[src/rtl/wb_core_master_if.sv]
// Wishbone B4 pipelined bus bundle shared by masters and slaves.
// clk_i/rst_ni travel with the bundle for slaves that want them; the master ignores them.
interface wishbone_if (
  input logic clk_i,
  input logic rst_ni
);
  logic        cyc;
  logic        stb;
  logic        we;
  logic [3:0]  sel;
  logic [31:0] addr;
  logic [31:0] data_m;
  logic [31:0] data_s;
  logic        ack;
  logic        err;
  logic        stall;

  modport master (
    output cyc, stb, we, sel, addr, data_m,
    input  data_s, ack, err, stall
  );

  modport slave (
    input  clk_i, rst_ni, cyc, stb, we, sel, addr, data_m,
    output data_s, ack, err, stall
  );
endinterface

[src/rtl/wb_core_master.sv]
// Bridges an Ibex-style req/gnt/rvalid port onto Wishbone B4 pipelined cycles.
// Grant is combinational; responses are registered one cycle after ack/err; err/timeout abort the bus.
module wb_core_master #(
  parameter int MAX_OUTSTANDING = 2,
  parameter int TIMEOUT         = 256
) (
  input  logic        clk_i,
  input  logic        rst_i,
  input  logic        core_req_i,
  output logic        core_gnt_o,
  input  logic [31:0] core_addr_i,
  input  logic        core_we_i,
  input  logic [3:0]  core_be_i,
  input  logic [31:0] core_wdata_i,
  output logic        core_rvalid_o,
  output logic [31:0] core_rdata_o,
  output logic        core_err_o,
  wishbone_if.master  wb
);
  localparam int CW = $clog2(MAX_OUTSTANDING + 1);
  localparam int TW = (TIMEOUT > 1) ? $clog2(TIMEOUT) : 1;
  localparam logic [TW-1:0] T_LAST = TW'((TIMEOUT > 0) ? TIMEOUT - 1 : 0);

  typedef enum logic [1:0] {IDLE, BUSY, ABORT} state_e;

  state_e        state_q, state_d;
  logic [CW-1:0] cnt_q, cnt_d;
  logic [TW-1:0] timer_q, timer_d;
  logic          rvalid_q, rvalid_d;
  logic          err_q, err_d;
  logic [31:0]   rdata_q, rdata_d;

  logic busy, resp_acc, err_acc, timeout_hit, stb, gnt, retire;

  always_comb begin
    busy        = (state_q == BUSY);
    resp_acc    = busy && (cnt_q != '0) && (wb.ack || wb.err);
    err_acc     = resp_acc && wb.err;
    timeout_hit = (TIMEOUT != 0) && busy && (cnt_q != '0) && (timer_q == T_LAST) && !resp_acc;
    // A timeout retires the oldest transfer as an error, just like a slave err.
    retire      = resp_acc || timeout_hit;
    stb         = !rst_i && core_req_i && (cnt_q < CW'(MAX_OUTSTANDING)) &&
                  (state_q != ABORT) && !wb.err && !timeout_hit;
    gnt         = stb && !wb.stall;
  end

  always_comb begin
    state_d  = state_q;
    cnt_d    = cnt_q;
    timer_d  = '0;
    rvalid_d = 1'b0;
    err_d    = 1'b0;
    rdata_d  = '0;
    if (state_q == ABORT) begin
      if (cnt_q != '0) begin
        cnt_d    = cnt_q - CW'(1);
        rvalid_d = 1'b1;
        err_d    = 1'b1;
      end else begin
        state_d = IDLE;
      end
    end else begin
      rvalid_d = retire;
      err_d    = err_acc || timeout_hit;
      rdata_d  = (resp_acc && !wb.err) ? wb.data_s : '0;
      if (gnt && !retire) begin
        cnt_d = cnt_q + CW'(1);
      end else if (!gnt && retire) begin
        cnt_d = cnt_q - CW'(1);
      end
      if ((cnt_q != '0) && !resp_acc && (TIMEOUT != 0)) begin
        timer_d = timer_q + TW'(1);
      end
      if (err_acc || timeout_hit) begin
        state_d = ABORT;
      end else if (cnt_d != '0) begin
        state_d = BUSY;
      end else begin
        state_d = IDLE;
      end
    end
  end

  always_ff @(posedge clk_i) begin
    if (rst_i) begin
      state_q  <= IDLE;
      cnt_q    <= '0;
      timer_q  <= '0;
      rvalid_q <= 1'b0;
      err_q    <= 1'b0;
      rdata_q  <= '0;
    end else begin
      state_q  <= state_d;
      cnt_q    <= cnt_d;
      timer_q  <= timer_d;
      rvalid_q <= rvalid_d;
      err_q    <= err_d;
      rdata_q  <= rdata_d;
    end
  end

  assign core_gnt_o    = gnt;
  assign wb.stb        = stb;
  assign wb.cyc        = !rst_i && (stb || ((cnt_q != '0) && (state_q != ABORT)));
  assign wb.we         = core_we_i;
  assign wb.sel        = core_be_i;
  assign wb.addr       = core_addr_i;
  assign wb.data_m     = core_wdata_i;
  assign core_rvalid_o = rvalid_q;
  assign core_err_o    = err_q;
  assign core_rdata_o  = rdata_q;
endmodule
[src/flat_wrapper.sv]
// flat-port wrapper written by rule: the top's interface ports become plain ports
module wb_core_master_flat 
#(
  parameter int MAX_OUTSTANDING = 2,
  parameter int TIMEOUT         = 256
)
  (clk_i, rst_i, core_req_i, core_gnt_o, core_addr_i, core_we_i, core_be_i, core_wdata_i, core_rvalid_o, core_rdata_o, core_err_o, rst_ni, wb_cyc, wb_stb, wb_we, wb_sel, wb_addr, wb_data_m, wb_data_s, wb_ack, wb_err, wb_stall);
  wishbone_if wb_i (.clk_i(clk_i), .rst_ni(rst_ni));
  input  logic clk_i;
  input  logic rst_i;
  input  logic core_req_i;
  output logic core_gnt_o;
  input  logic [31:0] core_addr_i;
  input  logic core_we_i;
  input  logic [3:0] core_be_i;
  input  logic [31:0] core_wdata_i;
  output logic core_rvalid_o;
  output logic [31:0] core_rdata_o;
  output logic core_err_o;
  input wire logic rst_ni;
  output wire logic [$bits(wb_i.cyc)-1:0] wb_cyc;
  output wire logic [$bits(wb_i.stb)-1:0] wb_stb;
  output wire logic [$bits(wb_i.we)-1:0] wb_we;
  output wire logic [$bits(wb_i.sel)-1:0] wb_sel;
  output wire logic [$bits(wb_i.addr)-1:0] wb_addr;
  output wire logic [$bits(wb_i.data_m)-1:0] wb_data_m;
  input wire logic [$bits(wb_i.data_s)-1:0] wb_data_s;
  input wire logic [$bits(wb_i.ack)-1:0] wb_ack;
  input wire logic [$bits(wb_i.err)-1:0] wb_err;
  input wire logic [$bits(wb_i.stall)-1:0] wb_stall;
  assign wb_cyc = wb_i.cyc;
  assign wb_stb = wb_i.stb;
  assign wb_we = wb_i.we;
  assign wb_sel = wb_i.sel;
  assign wb_addr = wb_i.addr;
  assign wb_data_m = wb_i.data_m;
  assign wb_i.data_s = wb_data_s;
  assign wb_i.ack = wb_ack;
  assign wb_i.err = wb_err;
  assign wb_i.stall = wb_stall;
  wb_core_master #(.MAX_OUTSTANDING(MAX_OUTSTANDING), .TIMEOUT(TIMEOUT)) u_core (.clk_i(clk_i), .rst_i(rst_i), .core_req_i(core_req_i), .core_gnt_o(core_gnt_o), .core_addr_i(core_addr_i), .core_we_i(core_we_i), .core_be_i(core_be_i), .core_wdata_i(core_wdata_i), .core_rvalid_o(core_rvalid_o), .core_rdata_o(core_rdata_o), .core_err_o(core_err_o), .wb(wb_i));
endmodule
[config.mk]
export PLATFORM = sky130hd
export DESIGN_NAME = wb_core_master_flat
export DESIGN_NICKNAME = d
export VERILOG_FILES = /design/src/rtl/wb_core_master_if.sv /design/src/rtl/wb_core_master.sv /design/src/flat_wrapper.sv
export SDC_FILE = /design/constraint.sdc
export NUM_CORES = 1
export LEC_CHECK = 0
export CAP_MARGIN = 20
export CORE_ASPECT_RATIO = 0.7
export CORE_UTILIZATION = 30
export CTS_BUF_LIST = sky130_fd_sc_hd__clkbuf_8
export DETAILED_ROUTE_END_ITERATION = 8
export GPL_ROUTABILITY_DRIVEN = 0
export MAX_ROUTING_LAYER = met4
export PLACE_DENSITY = 0.78
export SETUP_SLACK_MARGIN = 0.3
export SLEW_MARGIN = 20
export SYNTH_ARGS = -nofsm -noshare
export SYNTH_HDL_FRONTEND = slang
export SYNTH_SLANG_ARGS = --single-unit
[constraint.sdc]
create_clock -name clk_i -period 2.7 [get_ports clk_i]
set_clock_uncertainty 0.2 [all_clocks]
set_input_delay 0.27 -clock clk_i [delete_from_list [all_inputs] [get_ports clk_i]]
set_output_delay 0.27 -clock clk_i [all_outputs]
set_load 0.02 [all_outputs]
## Word level (Yosys, flattened, before mapping)

Cells that the tools add are included.

| operators by class | value |
|---|---|
| add/sub/neg operators | 3 |
| $lt $le $gt $ge | 1 |
| eq/ne operators | 6 |
| muxes and demuxes | 12 |
| bitwise logic cells | 2 |
| reductions and logical operators | 32 |

Operator list:

| kind | count |
|---|---|
| logical AND 1 bit | 17 |
| 2-to-1 mux 2 bit | 8 |
| adder 8 x 1 -> 8 bit, second input constant | 1 |
| == test 8 bit, second input constant | 1 |
| logical NOT 1 bit | 7 |
| != test 2 bit, second input constant | 3 |
| OR reduction 3 bit | 2 |
| logical OR 1 bit | 4 |
| 2-to-1 mux 1 bit | 4 |
| nonzero test 2 bit | 2 |
| adder 2 x 1 -> 2 bit, second input constant | 1 |
| == test 2 x 1 -> 1 bit, second input constant | 1 |
| == test 2 bit, second input constant | 1 |
| less-than comparator 2 bit, second input constant | 1 |
| inverter 1 bit | 2 |
| subtractor 2 x 1 -> 2 bit, second input constant | 1 |

| storage, ports and cells | value |
|---|---|
| register bits | 46 |
| logic and storage cells | 62 |

## Depth between registers and ports, before layout

| logic depth | value |
|---|---|
| depth after elaboration | 17 |
| gate-level depth with buffers | 7 |

## Worst setup path before layout

OpenSTA, ideal clock, no wires.

| timing | value |
|---|---|
| path kind | register to register |
| from | register u_core.cnt_q[1] |
| to | register u_core.cnt_q[0] |
| library setup time | 0.070 ns |
| data arrival time | 1.828 ns |
| setup slack | 0.602 ns |
| stages on the path, launching flop included | 6 |
| buffers on the path | 0 |
| period minus slack after synthesis | 2.098 ns |
| cell sequence | dfxtp_1 > or3b_4 > nor4_4 > a21oi_1 > or4_1 > a21oi_1 |

| between the ends | value |
|---|---|
| longest elaborated chain between the ends | 14 |

Ends and longest elaborated chain:

| item | line | RTL |
|---|---|---|
| start: declaration | wb_core_master.sv:27 | `logic [CW-1:0] cnt_q, cnt_d;` |
| start signal: assignment | wb_core_master.sv:94 | `cnt_q <= cnt_d;` |
| nonzero test 2 bit | wb_core_master.sv:37, wb_core_master.sv:39, wb_core_master.sv:55 |  |
| logical AND 1 bit | wb_core_master.sv:37, wb_core_master.sv:39 |  |
| logical AND 1 bit | wb_core_master.sv:37 | `resp_acc = busy && (cnt_q != '0) && (wb.ack \|\| wb.err);` |
| logical NOT 1 bit | wb_core_master.sv:39 | `timeout_hit = (TIMEOUT != 0) && busy && (cnt_q != '0) && (timer_q == T_LAST) && !resp_acc;` |
| logical AND 1 bit | wb_core_master.sv:39 |  |
| logical NOT 1 bit | wb_core_master.sv:43 | `(state_q != ABORT) && !wb.err && !timeout_hit;` |
| logical AND 1 bit | wb_core_master.sv:43 |  |
| logical AND 1 bit | wb_core_master.sv:44 | `gnt = stb && !wb.stall;` |
| logical NOT 1 bit | wb_core_master.sv:68 | `end else if (!gnt && retire) begin` |
| logical AND 1 bit | wb_core_master.sv:68 |  |
| 2-to-1 mux 2 bit | wb_core_master.sv:68 |  |
| 2-to-1 mux 2 bit | wb_core_master.sv:66 | `if (gnt && !retire) begin` |
| 2-to-1 mux 2 bit (2 in series) | wb_core_master.sv:54 | `if (state_q == ABORT) begin` |

Several ways; a longest one is shown, not always the timed one. The select of a mux whose other input is x is not followed.
A chain may end at the register's enable or synchronous reset.

## Final worst setup path

| timing | value |
|---|---|
| from | input port core_req_i |
| to | output port core_gnt_o |

| between the ends | value |
|---|---|
| longest elaborated chain between the ends | 6 |

Ends and longest elaborated chain:

| item | line | RTL |
|---|---|---|
| start: declaration | flat_wrapper.sv:11 | `input logic core_req_i;` |
| logical AND 1 bit (3 in series) | wb_core_master.sv:42 | `stb = !rst_i && core_req_i && (cnt_q < CW'(MAX_OUTSTANDING)) &&` |
| logical AND 1 bit (2 in series) | wb_core_master.sv:43 |  |
| logical AND 1 bit | wb_core_master.sv:44 |  |
| end: declaration | flat_wrapper.sv:12 | `output logic core_gnt_o;` |

Every way passes these cells.

==> flow_summary.yaml <==
logic_synthesis:
  syn_avg_cell_area_um2: 9.30
  ys_top_cells_by_area: "dfxtp_1 (43%), buf_4 (24%), and2_1 (9.4%)"
  synth_top_cell_by_area: "dfxtp_1"
  synth_compound_area_frac: 0.0603
  async_reset_ff_frac: 0
  synth-edff-count: 0
  synth_xor_xnor_area_share: 0.0205
  synth-seq-cells: 46
  yosys.area_share.adder: 0.0117
  synth_top_area_share: 0.431
  synth_top_family_by_area: "buffers and inverters"
  yosysWarnings: 0
  ys_types: 35
  syn_nets: 340
  synth_cells: 230
  synthMuxAreaShare: 0.00468
  synth.cells.most_frequent: "buf_4 (69), dfxtp_1 (46), and2_1 (32), nor2_1 (10), a21oi_1 (8)"
  synth-simple-area-share: 0.211
  synth.most_common_cell: "buf_4"
  synth.yosys.seq_area_share: 0.431
  syn_area_mm2: 0.00214
  synth-main-ff-cell: "dfxtp_1"
final_layout:
  n_fill_cell: 715
  seqCellArea_um2: 931
  multi_input_area_um2: 691
  antenna_cells: 0
  syn_to_final_growth_pct: 24.4
  layout.nets: 356
  final_layout_size_suffix_gt1_frac: 0.138
  fin_util: 0.390
cts:
  hold_buffers: 0
  cts_buffers: 5
  htreeDepth: 2
  root_buffer: "clkbuf_8"
  cts.sinks: 46
  cts_tree: "yes"
  clock_latency_ns: 0.30
  clkTransAtPathRegs_ns: 0.08
  clock_path_buffers: 2
sta:
  post-route-min-period_ns: 2.35
  setup_tns_ns: 0
  maxSlewHeadroom: 0.758
  finalSetupViolCount: 0
  finalCritPeriodShare: 0.869
  max_freq_ghz: 0.426
  finalHoldViolCount: 0
  maxSlewViolCount: 0
  tightest_slew_ns: 0.354
  rsz0062_at_grt: "yes"
drt:
  drt_iter0_markers: 57
  drt-total-wl_um: 4440
  drc_errors: 0
  vias_per_cell: 4.44
  num_vias: 1513
  wl_per_cell_um: 13.0
  drtAntennaViolNets: 0
  dr.pass1.iters: 4
outcome:
  status: "finished clean"
setup_path:
  reg2reg_depth: 6
  rr_startpoint: "u_core.cnt_q[1]"
  crit_fanout: 3
  start_kind: "primary input"
  cp_data_arrival_time_ns: 1.88
  worstSetupEndpointType: "output port"
  r2r-end: "u_core.cnt_q[0]"
  reg2reg_slack_ns: 0.43
  required_ns: 2.23
  critical_path.startpoint: "core_req_i"
  path_class: "primary input to output port"
grt:
  grt_pass1_wl_um: 6590
  grt_pass1_vias: 1402
  top_usage_layer: "met2"
  use_met3: 0.0795
  grt_max_degree: 30
  met1_usage: 0.138
  antenna_found_initial: 0
  gr-usage-met2: 0.165
  overflow: 0
  grt_use_total: 0.122
die:
  num_rows: 25
  die_w_um: 103
  start_util: 0.314
  dieArea_mm2: 0.00747
  die_h_um: 72.6
  ios: 214
  coreArea_mm2: 0.00682
flow_run:
  max_cap_violations: 0
placement:
  portBuffers: 74
  hpwl_um: 3300
worst_hold_path:
  hp-class: "flip-flop to flip-flop"
  hold-path-endpoint: "u_core.timer_q[0]"
  hp-start: "u_core.timer_q[0]"
  hold_path_depth: 1
power:
  power_density_mw_per_mm2: 505
  vdd_drop_max_mv: 0.226
  leakagePower_nw: 0.978
## per-stage QoR
step	instance area [um^2]	hold slack (ns)	setup slack [ns]	instances	power (mW)
after CTS	2630	0.270	0.323	339	1.35
after global placement	2520	0.224	0.00630	331	0.895
after global routing	2660	0.244	0.254	341	1.42
final	2660	0.217	0.355	341	1.34
after floorplan	2140	0.192	0.602	230	0.959
after detailed placement	2520	0.252	-0.00276	331	0.900
## state kept, by name, indices dropped and copies added, names as in the netlist
signal / flops
u_core.core_rvalid_o: 1
u_core.state_q: 2
u_core.core_rdata_o: 32
u_core.core_err_o: 1
u_core.cnt_q: 2
u_core.timer_q: 8
## layout make-up
class	instances	share of cell area
well taps	94	0.0442
flip-flops and latches	46	0.350
clock inverters	2	0.00470
inverters	6	0.00847
repair buffers	83	0.302
clock buffers	6	0.0310
multi-input cells	104	0.260
## repair_timing
item,CTS,global route
buffers inserted,0,2
resized for setup,14,9
pin swaps,1,1
setup endpoints to repair,3,2
## routing by layer
metal	vias to the layer above	part of all wire
li1	703	-
met1	689	0.42
met3	14	0.11
met5	-	0
met4	0	0.017
met2	107	0.44
## cell usage in the layout, fill, tap and decap left out, drive strengths merged, types with 2 or more instances in the layout
cell            n
clkdlybuf4s50  71
dfxtp          46
and2           32
nor2           10
buf            10
a21oi           8
nand2           6
nor3            6
clkbuf          6
inv             6
nand3           4
or3             3
xnor2           3
a211oi          3
and3            3
nor4            3
nor2b           3
o21ai           2
xor2            2
ha              2
or2             2
## power by group
| group | leakage [nW] | switching [mW] | internal [mW] | total (mW) |
|---|---|---|---|---|
| combinational | 0.557 | 0.0885 | 0.112 | 0.200 |
| sequential | 0.373 | 0.0125 | 0.691 | 0.704 |
| clock | 0.0472 | 0.234 | 0.206 | 0.440 |
## kinds of logic after synthesis
family	Yosys count
buffers and inverters	80
and+or+nand+nor	76
DFF	46
AOI/OAI and AO/OA	20
xor gates and xnor gates	5
adders and majority gates	2
muxes	1
## worst max-delay path by stage
stage / end / slack [ns] / depth (start not counted)
2_1_floorplan: u_core.cnt_q[0] / 0.60 / 5
3_3_place_gp: core_gnt_o / 0.006 / 5
3_5_place_dp: core_gnt_o / -0.003 / 5
4_1_cts: core_gnt_o / 0.32 / 7
5_1_grt: core_gnt_o / 0.25 / 8
6_report: core_gnt_o / 0.35 / 5
## critical path: stages
cell             delay (ns)
clkdlybuf4s50_1        0.48
or3b_4                 0.41
nor4_4                 0.27
nor2b_4                0.19
clkdlybuf4s15_2        0.26
Power figures use the tool's default switching activity.
